[config.mk]
export PLATFORM = sky130hd
export DESIGN_NAME = qsquare
export DESIGN_NICKNAME = d
export VERILOG_FILES = /design/src/rtl/qsquare.sv
export SDC_FILE = /design/constraint.sdc
export NUM_CORES = 1
export LEC_CHECK = 0
export ABC_AREA = 1
export BUFFER_PORTS_ARGS = -buffer_cell sky130_fd_sc_hd__buf_2
export CORE_MARGIN = 3
export CORE_UTILIZATION = 68
export DETAILED_ROUTE_END_ITERATION = 10
export PLACE_DENSITY = 0.9
export RECOVER_POWER = 50
export SYNTH_ARGS = -nofsm -noshare
export SYNTH_HDL_FRONTEND = slang
export SYNTH_SLANG_ARGS = --single-unit
[constraint.sdc]
create_clock -name clk -period 8 [get_ports clk]
set_input_delay 1.6 -clock clk [delete_from_list [all_inputs] [get_ports clk]]
set_output_delay 1.6 -clock clk [all_outputs]
set_load 0.01 [all_outputs]
[src/rtl/qsquare.sv]
// Sequential sign-magnitude Q-format squarer: shift-add engine, one magnitude bit per clock.
// Optional macro QSQUARE_ROUND_EN selects round-to-nearest (ties up) instead of truncation.
module qsquare #(
  parameter int unsigned N = 32,
  parameter int unsigned Q = 15
) (
  input  logic         clk,
  input  logic         rst_n,
  input  logic         start,
  input  logic [N-1:0] squarer,
  output logic         busy,
  output logic         valid,
  output logic [N-1:0] squared,
  output logic         ovf
);

  localparam int unsigned MW = N - 1;
  localparam int unsigned AW = 2 * (N - 1);
  localparam int unsigned CW = $clog2(N - 1);
  localparam int unsigned HW = AW - (Q + MW);
  localparam int unsigned RW = MW + 1;

  typedef enum logic [1:0] {
    IDLE,
    CALC,
    DONE
  } state_t;

  state_t          state, state_d;
  logic [MW-1:0]   m, m_d;
  logic [AW-1:0]   acc, acc_d;
  logic [CW-1:0]   cnt, cnt_d;
  logic            busy_d, valid_d, ovf_d;
  logic [N-1:0]    squared_d;

  logic [HW-1:0]   hi;
  logic [MW-1:0]   r;
  logic            sat;
  logic            unused_sign;

  // The sign never matters: the square is always non-negative.
  assign unused_sign = squarer[N-1];
  assign hi          = acc[AW-1:Q+MW];

`ifdef QSQUARE_ROUND_EN
  logic [RW-1:0] r_rnd;
  // Half-LSB bit added in; a carry out of the field saturates like the high bits do.
  assign r_rnd = {1'b0, acc[Q+MW-1:Q]} + RW'(acc[Q-1]);
  assign r     = r_rnd[MW-1:0];
  assign sat   = (|hi) | r_rnd[MW];
`else
  assign r     = acc[Q+MW-1:Q];
  assign sat   = |hi;
`endif

  // State and datapath registers.
  always_ff @(posedge clk or negedge rst_n) begin
    if (!rst_n) begin
      state   <= IDLE;
      m       <= '0;
      acc     <= '0;
      cnt     <= '0;
      busy    <= 1'b0;
      valid   <= 1'b0;
      squared <= '0;
      ovf     <= 1'b0;
    end else begin
      state   <= state_d;
      m       <= m_d;
      acc     <= acc_d;
      cnt     <= cnt_d;
      busy    <= busy_d;
      valid   <= valid_d;
      squared <= squared_d;
      ovf     <= ovf_d;
    end
  end

  // Next-state and next-output logic.
  always_comb begin
    state_d   = state;
    m_d       = m;
    acc_d     = acc;
    cnt_d     = cnt;
    busy_d    = busy;
    valid_d   = 1'b0;
    squared_d = squared;
    ovf_d     = ovf;

    case (state)
      IDLE: begin
        busy_d = 1'b0;
        if (start) begin
          m_d     = squarer[N-2:0];
          acc_d   = '0;
          cnt_d   = '0;
          busy_d  = 1'b1;
          state_d = CALC;
        end
      end
      CALC: begin
        if (m[cnt]) begin
          acc_d = acc + (AW'(m) << cnt);
        end
        cnt_d = cnt + CW'(1);
        if (cnt == CW'(N - 2)) begin
          state_d = DONE;
        end
      end
      DONE: begin
        valid_d = 1'b1;
        busy_d  = 1'b0;
        state_d = IDLE;
        if (sat) begin
          squared_d = {1'b0, {MW{1'b1}}};
          ovf_d     = 1'b1;
        end else begin
          squared_d = {1'b0, r};
          ovf_d     = 1'b0;
        end
      end
      default: begin
        state_d = IDLE;
      end
    endcase
  end

endmodule

==> impl_metrics.env <==
export IMPL_status="finished, violations left"
export IMPL_violations="capacitance limit, slew limit"
export IMPL_grt_usage=0.398
export IMPL_yosys_warnings=0
export IMPL_worstMarginPinSlew_ps=3200
export IMPL_drive_gt1_frac=0.0364
export IMPL_worst_path_max_delay_cell="inv_1"
export IMPL_rsz0062_at_grt="false"
export IMPL_insertion_delay_ps=440
export IMPL_tns_ps=0
export IMPL_crit_start="cnt[0]"
export IMPL_coreArea_sq_um=18100
export IMPL_wire_per_inst_microns=16.3
export IMPL_htreeDepth=4
export IMPL_dpl_cell_area_sq_um=13100
export IMPL_firstDrtPassIters=7
export IMPL_ys_ff_latch=134
export IMPL_setup_violations=0
export IMPL_synth_nets=2311
export IMPL_crit_path_max_fanout=42
export IMPL_critical_path_required_ps=8370
export IMPL_cts_num_sinks=134
export IMPL_skew_ps=12.0
export IMPL_slowest_delay_ps=760
export IMPL_seq_area_frac_synth=0.264
export IMPL_post_dp_hpwl_microns=31000
export IMPL_diodes=0
export IMPL_die_w_microns=143
export IMPL_reg2reg_depth=20
export IMPL_syn_area_per_cell_sq_um=5.75
export IMPL_start_kind="register"
export IMPL_clock_path_buffers=2
export IMPL_r2r_slack_ps=2740
export IMPL_worst_ep_arrival_time_ps=5620
export IMPL_vias_per_cell=5.67
export IMPL_synth_ff_type="dfrtp_1"
export IMPL_num_rows=49
export IMPL_vias=14080
export IMPL_synthCells=2212
export IMPL_syn_cell_area_sq_um=12700
export IMPL_io_pins=70
export IMPL_globalplace_congestion=1.09
export IMPL_grt_overflow=0
export IMPL_finalMaxSlewViolations=98
export IMPL_synth_edff_count=0
export IMPL_cts_buffers=17
export IMPL_io_buffers=67
export IMPL_fmax_mhz=190
export IMPL_wirelength_microns=40500
export IMPL_utilization=0.755
export IMPL_syn2layout_area_growth_pct=7.73
export IMPL_antenna_found_initial=1
export IMPL_period_share=0.657
export IMPL_drv_cap=2
export IMPL_grt_pass1_vias=12752
export IMPL_worstReg2RegEnd="acc[55]"
export IMPL_finalInstanceArea_sq_um=13700
export IMPL_post_route_min_period_ps=5260
export IMPL_cts_setup_buffers=0
export IMPL_hp_class="reg2reg"
export IMPL_clk_pin_slew_ps=60
export IMPL_critPathMostFrequentCell="nand2_1"
export IMPL_initial_utilization=0.700
export IMPL_fp_dieH_microns=143
export IMPL_root_buffer="clkbuf_16"
export IMPL_ctsResizeCount=0
export IMPL_die_area_sq_um=20400
export IMPL_final_antenna_net_count=0
export IMPL_synth_cell_type_count=37
export IMPL_crit_chain="buf_4, inv_1, a21boi_0, o21ai_0, nand2_1, o21ai_0, mux2i_1, o21ai_0, ha_1, nand2_1, inv_1, nand2_1, nand2_1, a21oi_1, nand3_1, nand2_1, nand2_1, nand2_1, nand3_1, nand2_1"
export IMPL_synthTopCellsByArea="nand2_1 29%, dfrtp_1 26%, inv_1 9.9%"
export IMPL_drtIter0Drc=1615
export IMPL_cts_tree="built"
export IMPL_reg2reg_from="cnt[0]"
export IMPL_setup_worst_path_class="reg2reg"
export IMPL_grt_max_degree=74
export IMPL_grt_pass1_wl_microns=63800
export IMPL_worstSetupEndpointType="register"
export IMPL_relSlewSlack=-1.14
export IMPL_timing_final_hold_violations=0
export IMPL_endpoint="acc[55]"
export IMPL_yosys_area_top_type="nand2_1"
export IMPL_async_flop_share=1.00
export IMPL_drc=0
export IMPL_yosys_area_top_type_share=0.289
export IMPL_hold_buffers=0
export IMPL_finalNetCount=2342
Yosys cell counts (all sizes together), types with 4 or more instances:
| master | instances |
|---|---|
| o22ai | 6 |
| inv | 337 |
| dfrtp | 134 |
| nor3 | 21 |
| buf | 33 |
| o211ai | 10 |
| ha | 63 |
| nor4 | 7 |
| a21oi | 54 |
| nor2 | 178 |
| nand3b | 7 |
| xnor2 | 4 |
| a31oi | 4 |
| or2 | 5 |
| nand2 | 981 |
| xor2 | 26 |
| and2 | 9 |
| clkbuf | 34 |
| nand4 | 9 |
| nand3 | 144 |
| mux2i | 16 |
| o21bai | 6 |
| o21ai | 114 |
critical path: cells and delay by family (launching register included):
| kind | cells | cell delay [ps] |
|---|---|---|
| AOI/OAI and AO/OA | 5 | 1750 |
| muxes | 1 | 180 |
| DFF | 1 | 360 |
| adders and majority gates | 1 | 400 |
| buffers and inverters | 3 | 1070 |
| and+or+nand+nor | 10 | 1410 |
sequential cells by signal, summed over array words and instances (netlist names):
| register | flops |
|---|---|
| acc | 62 |
| busy | 1 |
| state | 2 |
| ovf | 1 |
| squared | 31 |
| cnt | 5 |
| valid | 1 |
| m | 31 |
per-layer routing:
layer	global-route usage	vias to the layer above	share of wire
li1	-	6889	-
met1	0.535	6242	0.41
met2	0.633	802	0.43
met3	0.0663	145	0.11
met4	0.173	2	0.045
met5	0	-	0.00030
worst min path at each step:
| stage | startpoint | end | slack (ps) | cells after the start |
|---|---|---|---|---|
| after CTS | acc[5] | acc[5] | 490 | 2 |
| final | ovf | ovf | 490 | 2 |
| after global routing | squared[28] | squared[28] | 520 | 2 |
| after detailed placement | acc[5] | acc[5] | 470 | 2 |
| after global placement | ovf | ovf | 460 | 2 |
| after floorplan | acc[0] | acc[0] | 450 | 2 |
kinds of logic (layout without fill, tap and decap cells):
logic type | Yosys count | count (layout) | synth area share
buffers and inverters | 405 | 448 | 0.127
adders and majority gates | 64 | 64 | 0.0636
DFF | 134 | 134 | 0.264
muxes | 16 | 16 | 0.0126
xor gates and xnor gates | 30 | 30 | 0.0207
other | 1 | 1 | 0.000295
AOI/OAI and AO/OA | 201 | 201 | 0.0855
and+or+nand+nor | 1361 | 1361 | 0.426
cells in the final DEF (no fill, tap or decap), types with 26 or more instances in the layout:
master and count:
ha_1 63, nand2_1 980, nand3_1 144, buf_2 32, dfrtp_1 134, a21oi_1 53
xor2_1 26, o21ai_0 111, inv_1 335, nor2_1 177, clkbuf_1 38
final cells by class:
| cell class | count | area, sq um |
|---|---|---|
| multi-input combinational | 1673 | 7740 |
| timing repair buffer | 79 | 370 |
| sequential | 134 | 3350 |
| fill | 1598 | 4450 |
| inverter | 338 | 1270 |
| clock buffer | 17 | 425 |
| clock inverter | 14 | 246 |
| tap | 229 | 287 |
through the flow:
stage	cells	hold WS [ps]	worst slack, ps
after floorplan	2212	448	4930
after global placement	2453	459	3650
after detailed placement	2453	470	3580
after CTS	2484	488	3480
after global routing	2484	520	2470
final	2484	487	2740
Power is left out: the tool's default activity adds up to more than one toggle a clock period on the data nets, which glitch-free logic cannot reach.
